<file path="src/rtl/reg_file_if.sv">
// rtl/reg_file_if.sv - register file bus: read ports, write port and flag capture/readback
//
// master : drives addresses, write data/enable and ALU flag inputs; receives read data and flags
// slave  : the register file side
interface reg_file_if #(
    parameter int W = 8,
    parameter int A = 3
);
    logic [A-1:0] RdAddrA;
    logic [A-1:0] RdAddrB;
    logic [W-1:0] DatA;
    logic [W-1:0] DatB;
    logic         WrEn;
    logic [A-1:0] WrAddr;
    logic [W-1:0] WrDat;
    logic         FlagEn;
    logic         ZeroIn;
    logic         ParIn;
    logic         SCoIn;
    logic         ZeroQ;
    logic         ParQ;
    logic         SCoQ;

    modport master (
        output RdAddrA, RdAddrB, WrEn, WrAddr, WrDat, FlagEn, ZeroIn, ParIn, SCoIn,
        input  DatA, DatB, ZeroQ, ParQ, SCoQ
    );

    modport slave (
        input  RdAddrA, RdAddrB, WrEn, WrAddr, WrDat, FlagEn, ZeroIn, ParIn, SCoIn,
        output DatA, DatB, ZeroQ, ParQ, SCoQ
    );
endinterface

</file>
<file path="src/rtl/reg_file.sv">
// rtl/reg_file.sv - 2**A x W register file with two async read ports, one write port and a 3-bit flag register
//
// Ports:
//   Clk    - clock, all state updates on the rising edge
//   Reset  - synchronous active-low reset; clears every register and all flags
//   bus    - reg_file_if slave modport:
//            RdAddrA/RdAddrB -> DatA/DatB  combinational reads (optional same-cycle write forwarding)
//            WrEn/WrAddr/WrDat             synchronous write port
//            FlagEn/ZeroIn/ParIn/SCoIn     flag capture, independent of the write port
//            ZeroQ/ParQ/SCoQ               registered flags
module reg_file #(
    parameter int W      = 8,
    parameter int A      = 3,
    parameter bit BYPASS = 1'b1
) (
    input  logic       Clk,
    input  logic       Reset,
    reg_file_if.slave  bus
);
    localparam int DEPTH = 2 ** A;

    logic [W-1:0] mem [DEPTH];
    logic [2:0]   flags;
    logic         hit_a;
    logic         hit_b;

    always_ff @(posedge Clk) begin
        if (!Reset) begin
            for (int i = 0; i < DEPTH; i++) begin
                mem[i] <= '0;
            end
            flags <= 3'b000;
        end else begin
            if (bus.WrEn) begin
                mem[bus.WrAddr] <= bus.WrDat;
            end
            if (bus.FlagEn) begin
                flags <= {bus.ZeroIn, bus.ParIn, bus.SCoIn};
            end
        end
    end

    // Forwarding is suppressed during reset so a write that reset will drop
    // never shows up on the operand buses.
    assign hit_a = BYPASS && Reset && bus.WrEn && (bus.WrAddr == bus.RdAddrA);
    assign hit_b = BYPASS && Reset && bus.WrEn && (bus.WrAddr == bus.RdAddrB);

    assign bus.DatA = hit_a ? bus.WrDat : mem[bus.RdAddrA];
    assign bus.DatB = hit_b ? bus.WrDat : mem[bus.RdAddrB];

    assign bus.ZeroQ = flags[2];
    assign bus.ParQ  = flags[1];
    assign bus.SCoQ  = flags[0];
endmodule

</file>
<file path="src/flat_wrapper.sv">
// flat-port wrapper written by rule: the top's interface ports become plain ports
module reg_file_flat 
#(
    parameter int W      = 8,
    parameter int A      = 3,
    parameter bit BYPASS = 1'b1
)
  (Clk, Reset, bus_RdAddrA, bus_RdAddrB, bus_WrEn, bus_WrAddr, bus_WrDat, bus_FlagEn, bus_ZeroIn, bus_ParIn, bus_SCoIn, bus_DatA, bus_DatB, bus_ZeroQ, bus_ParQ, bus_SCoQ);
  reg_file_if #(.W(W), .A(A)) bus_i ();
  input  logic Clk;
  input  logic Reset;
  input wire logic [$bits(bus_i.RdAddrA)-1:0] bus_RdAddrA;
  input wire logic [$bits(bus_i.RdAddrB)-1:0] bus_RdAddrB;
  input wire logic [$bits(bus_i.WrEn)-1:0] bus_WrEn;
  input wire logic [$bits(bus_i.WrAddr)-1:0] bus_WrAddr;
  input wire logic [$bits(bus_i.WrDat)-1:0] bus_WrDat;
  input wire logic [$bits(bus_i.FlagEn)-1:0] bus_FlagEn;
  input wire logic [$bits(bus_i.ZeroIn)-1:0] bus_ZeroIn;
  input wire logic [$bits(bus_i.ParIn)-1:0] bus_ParIn;
  input wire logic [$bits(bus_i.SCoIn)-1:0] bus_SCoIn;
  output wire logic [$bits(bus_i.DatA)-1:0] bus_DatA;
  output wire logic [$bits(bus_i.DatB)-1:0] bus_DatB;
  output wire logic [$bits(bus_i.ZeroQ)-1:0] bus_ZeroQ;
  output wire logic [$bits(bus_i.ParQ)-1:0] bus_ParQ;
  output wire logic [$bits(bus_i.SCoQ)-1:0] bus_SCoQ;
  assign bus_i.RdAddrA = bus_RdAddrA;
  assign bus_i.RdAddrB = bus_RdAddrB;
  assign bus_i.WrEn = bus_WrEn;
  assign bus_i.WrAddr = bus_WrAddr;
  assign bus_i.WrDat = bus_WrDat;
  assign bus_i.FlagEn = bus_FlagEn;
  assign bus_i.ZeroIn = bus_ZeroIn;
  assign bus_i.ParIn = bus_ParIn;
  assign bus_i.SCoIn = bus_SCoIn;
  assign bus_DatA = bus_i.DatA;
  assign bus_DatB = bus_i.DatB;
  assign bus_ZeroQ = bus_i.ZeroQ;
  assign bus_ParQ = bus_i.ParQ;
  assign bus_SCoQ = bus_i.SCoQ;
  reg_file #(.W(W), .A(A), .BYPASS(BYPASS)) u_core (.Clk(Clk), .Reset(Reset), .bus(bus_i));
endmodule
</file>
<file path="config.mk">
export PLATFORM = sky130hd
export DESIGN_NAME = reg_file_flat
export DESIGN_NICKNAME = d
export VERILOG_FILES = /design/src/rtl/reg_file_if.sv /design/src/rtl/reg_file.sv /design/src/flat_wrapper.sv
export SDC_FILE = /design/constraint.sdc
export NUM_CORES = 1
export LEC_CHECK = 0
export ABC_AREA = 1
export CORE_ASPECT_RATIO = 0.7
export CORE_MARGIN = 2
export CORE_UTILIZATION = 25
export DETAILED_ROUTE_END_ITERATION = 10
export PLACE_DENSITY_LB_ADDON = 0.3
export SYNTH_ARGS = -nofsm -noshare
export SYNTH_HDL_FRONTEND = slang
export SYNTH_SLANG_ARGS = --single-unit
</file>
<file path="constraint.sdc">
create_clock -name Clk -period 1.39 [get_ports Clk]
set_clock_uncertainty 0.1 [all_clocks]
set_input_delay 0.278 -clock Clk [delete_from_list [all_inputs] [get_ports Clk]]
set_output_delay 0.278 -clock Clk [all_outputs]
set_load 0.02 [all_outputs]
</file>
# After elaboration in Yosys (flattened, before gate mapping)
# Memory sizes are Yosys's and may differ from the RTL's.
# Cells that the tools add are included.
# W data, S select, Z words.
dict set report op_classes {
  reduce_logical 4
  n_eq_ne 2
  muxes 9
}
# cell n
set op_table {}
lappend op_table {{$mux W8} 3}
lappend op_table {{$reduce_or A8 Y1} 1}
lappend op_table {{$eq A3 B3 Y1} 2}
lappend op_table {{$mux W1} 5}
lappend op_table {{$logic_and A1 B1 Y1} 3}
lappend op_table {{$mux W3} 1}
dict set report totals {
  out_inout_bits 19
  mem_count 1
  reg_bits 3
  ramBits 64
}
# memory depth word_bits read_ports rd_clocked_by_memory_dff wr line
set mem_list {}
lappend mem_list {u_core.mem 8 8 2 0 8 reg_file.sv:22} ;# logic [W-1:0] mem [DEPTH];

# Logic depth before layout (Yosys ltp)
dict set report depth {
  depth_word 5
  depth_mapped 9
  ltp_nobuf 8
}

# Least setup slack after synthesis
# No wires, ideal clock.
dict set report synth_timing {
  path_kind {input to output}
  from {in bus_RdAddrA[1]}
  to {out bus_DatA[3]}
  arrival_time_ns 1.107
  setup_slack_ns -0.095
  cell_stages 7
  cell_sequence {buf_4 > inv_2 > buf_2 > nand3_1 > nand3_1 > nand3_1 > nand2_1}
}
dict set report synth_via {
  elab_chain_cells 3
}
# element line
set synth_rtl {}
lappend synth_rtl {{from (decl)} flat_wrapper.sv:12} ;# input wire logic [$bits(bus_i.RdAddrA)-1:0] bus_RdAddrA;
lappend synth_rtl {{branches (longest 2 deep; another with $mem_v2 Z8 W8)} n/a}
lappend synth_rtl {{$mux W8 (*)} reg_file.sv:48} ;# assign bus.DatA = hit_a ? bus.WrDat : mem[bus.RdAddrA];
lappend synth_rtl {{to (decl)} flat_wrapper.sv:21} ;# output wire logic [$bits(bus_i.DatA)-1:0] bus_DatA;
# Every way passes the cells marked *.

==> results.txt <==
- Setup violation total in the final timing report: 16
- I/O pin total: 43
- The Yosys step of the flow raised 0 warnings.
- For the pin with the worst max-slew slack, the measured transition is 0.3790 ns.
- The smallest clock period supported by the final layout is computed as 1.752 ns.
- CTS clk-pin slew, worst paths: 0.06 ns
* Die width: 158.1 um
- CP bufs+invs: 1
* Pwr Density: 991.1 nW/um2
- Nets in the synthesized netlist: 588
* Final cycle utilization of the critical path: 1.261
- Critical path arrival: 1.37 ns
* Core Region: 16300 um2
- In this run the cell area of the synthesized design comes to 4155 um2.
* Cell type with the largest total area after synthesis: sky130_fd_sc_hd__edfxtp_1
* Violations in the final reports: setup timing
- In the final layout, the share of cells above drive strength 1 is 0.4418.
- Summing over every cut layer, the via total after detailed routing is 4233.
- Number of max-capacitance violations reported: 0
- Delay of the slowest critical-path stage: 0.44 ns
- Adding up every negative setup slack in the final design gives -5.138 ns.
- For this run, the total global-route usage over all layers was measured as 0.1875.
- Of the post-synthesis cell area, the dominant cell type holds 0.4625.
* Max Clock Freq: 0.5707 GHz
- For this run, the number of standard cells in the final layout without fillers is 904.
* Cell chain of the critical path: nand2_1 > nand3_1 > nand3_1 > nand2_1 > nand2_2 > nand2_2 > buf_6
- Mean post-synth cell area: 7.367 um2
* Number of antenna violations at the first check in global routing: 0
- Maximum number of pins on one net before global-route repair: 19
- Number of storage elements in the synthesis netlist: 67
- Routability Congestion: 0.9504
- In this design, the largest share of critical-path delay is due to simple AND/OR/NAND/NOR gates.
- For this run, the detailed router's first-pass iteration total came to 5.
- Initial core utilization: 0.2550
* Kind of launch point of the worst setup path: flop
* Yosys cell types: 21
- Setup repair after global routing could not meet its margin everywhere.
- By area the synthesized netlist is led by sky130_fd_sc_hd__edfxtp_1 46%, sky130_fd_sc_hd__nand2_1 16%, sky130_fd_sc_hd__nand3_1 13%.
- Cells after DPL: 878
- In the routed design, unresolved DRC markers number 0.
* Number of hold-slack violations in the final timing report: 0
- For the worst setup path, the data required time is 1.01 ns.
* Standard-cell rows: 39
- TritonCTS created 9 clock buffers.
- For this block, the initial DRC count from the detailed router was 433.
* Post-DR wirelength/cell: 17.47 um
- Avg Vias per Cell: 4.683
- The critical path is of the reg2out type.
* N_diodes: 0
- The net count of the finished layout is 699.
* Run status: finished with violations
- STA classifies the critical path endpoint as an output pin.
- Max VDD drop: 0.4688 mV
* Pre-CTS setup slack: -1.278 ns
- Counting along the longest clock path gives a buffer depth of 2.
* Total number of H-tree levels: 3
- Via count of the first global-routing pass: 4297
- Hold Crit Class: in2reg
- Master of the slowest instance on the critical path: sky130_fd_sc_hd__edfxtp_1
- Relative area change from synthesis to final layout: 54.11%
* Total wire length after detailed routing: 15800 um
* Final count of pins violating max slew: 0
- The die covers 17680 um2.
* Slack of the critical path: -0.3623 ns
* Clk root buf: sky130_fd_sc_hd__clkbuf_16
- Number of nets still failing antenna checks after routing: 0
- Overall die height: 111.9 um
- Port Buf Inserts: 42
- Maximum fanout along the worst path: 2
- TritonCTS Sinks: 67
- Summed over all nets, the half-perimeter wirelength after detailed placement is 12010 um.
- Count of mapped cells out of synthesis: 564
- TritonCTS built the clock tree.
- Leakage dissipation: 2.971 nW
* Worst max-slew margin expressed relative to the limit: 0.7470
- The first global-routing pass estimated 24210 um of wire.
* Gr ovfl total: 0
* Clock Latency Late Sink: 0.33 ns
* Sequential share of the synthesized area: 0.4770
through the flow:
step                hold WS (ns)  cell area, um2    util  total power, mW
floorplan                 0.3129            4269       -            3.098
global placement          0.3889            5545  0.3402            3.761
detailed placement        0.4126            5545  0.3402            3.761
CTS                       0.3041            6167  0.3784            6.304
global route              0.3470            6404  0.3929            6.617
finish                    0.3199            6404  0.3929            6.346
worst paths after layout:
kind                                  start                      endpoint  slack, ns  depth (start not counted)
max          u_core.mem[1][6]$_SDFFCE_PN0P_                   bus_DatA[6]      -0.36                          7
min                                   Reset  u_core.flags[2]$_SDFFE_PN0P_       0.32                          4
max reg2reg    u_core.flags[1]$_SDFFE_PN0P_  u_core.flags[1]$_SDFFE_PN0P_       0.64                          2
min reg2reg    u_core.flags[0]$_SDFFE_PN0P_  u_core.flags[0]$_SDFFE_PN0P_       0.42                          2
tightest hold or removal path, delay by kind of cell:
family / cells / cell delay [ns]
AO/OA/AOI/OAI: 1 / 0.08
AND/OR/NAND/NOR: 1 / 0.04
buffers and inverters: 2 / 0.31
power breakdown:
group          internal (mW)  switching [mW]  total (mW)
logic                  0.650           0.889        1.54
clock network           1.56           0.840        2.40
registers               2.34          0.0667        2.41
what timing repair did:
action                     in CTS  in global routing
resized for setup             235                 73
setup buffers                  10                  0
hold buffers                    0                  0
cloned                          1                  0
setup endpoints to repair     147                 41
pin swaps                      65                 31
metal layers:
layer | vias up | global-route usage | share of wire
met1 | 2028 | 0.2698 | 0.47
met4 | 0 | 0.06727 | 0.030
met3 | 32 | 0.06384 | 0.087
met5 | - | 0 | 0
li1 | 2014 | - | -
met2 | 159 | 0.2591 | 0.41
cells in the mapped netlist, drive strengths merged:
cell / number
clkbuf: 2
inv: 82
xnor2: 1
a21oi: 1
buf: 22
dfxtp: 3
nand2: 186
edfxtp: 64
nand4: 8
nor2: 80
o21ai: 3
nand3: 111
clkinv: 1
cell usage in the layout, fill, tap and decap left out:
master                            synthesis  layout
sky130_fd_sc_hd__nand2_4                  2      11
sky130_fd_sc_hd__nor2_4                   1       5
sky130_fd_sc_hd__nand2_2                  4      45
sky130_fd_sc_hd__nand3_1                110      48
sky130_fd_sc_hd__clkinvlp_4               0       2
sky130_fd_sc_hd__buf_4                    4      58
sky130_fd_sc_hd__nor2_8                   1       1
sky130_fd_sc_hd__buf_6                    0      24
sky130_fd_sc_hd__nand3_2                  0      61
sky130_fd_sc_hd__clkinv_8                 0       1
sky130_fd_sc_hd__nor2_1                  76      72
sky130_fd_sc_hd__xnor2_4                  1       1
sky130_fd_sc_hd__dfxtp_1                  3       3
sky130_fd_sc_hd__nand3_4                  1       2
sky130_fd_sc_hd__nand4_1                  8       8
sky130_fd_sc_hd__clkdlybuf4s15_1          0       3
sky130_fd_sc_hd__edfxtp_1                64      64
sky130_fd_sc_hd__nand2_1                180     131
sky130_fd_sc_hd__inv_1                   75      35
sky130_fd_sc_hd__clkbuf_16                0       9
sky130_fd_sc_hd__inv_6                    0       1
sky130_fd_sc_hd__a21oi_4                  1       1
sky130_fd_sc_hd__inv_4                    0       3
sky130_fd_sc_hd__clkbuf_4                 0       1
sky130_fd_sc_hd__clkinv_2                 0       1
sky130_fd_sc_hd__buf_12                   0      17
sky130_fd_sc_hd__clkdlybuf4s50_1          0      12
sky130_fd_sc_hd__buf_2                   18       8
sky130_fd_sc_hd__inv_2                    7      44
sky130_fd_sc_hd__o21ai_0                  3       3
sky130_fd_sc_hd__bufinv_16                0       2
sky130_fd_sc_hd__nor2_2                   2       2
layout make-up:
class | count | area (um2)
flip-flops and latches | 67 | 1982
clock inverters | 6 | 88.84
clock buffers | 9 | 225.2
well taps | 225 | 281.5
fillers | 1686 | 9894
repair buffers | 123 | 1244
inverters | 83 | 331.6
multi-input cells | 391 | 2251
state kept, by name, summed over array words and instances, names as in the netlist:
signal	flops
u_core.flags	3
u_core.mem	64
cell families after synthesis:
logic type,share of synthesized area
XOR/XNOR,0.006625
AND/OR/NAND/NOR,0.4020
flip-flops,0.4770
buffers and inverters,0.1069
AO/OA/AOI/OAI,0.007528
Power figures use the tool's default switching activity.
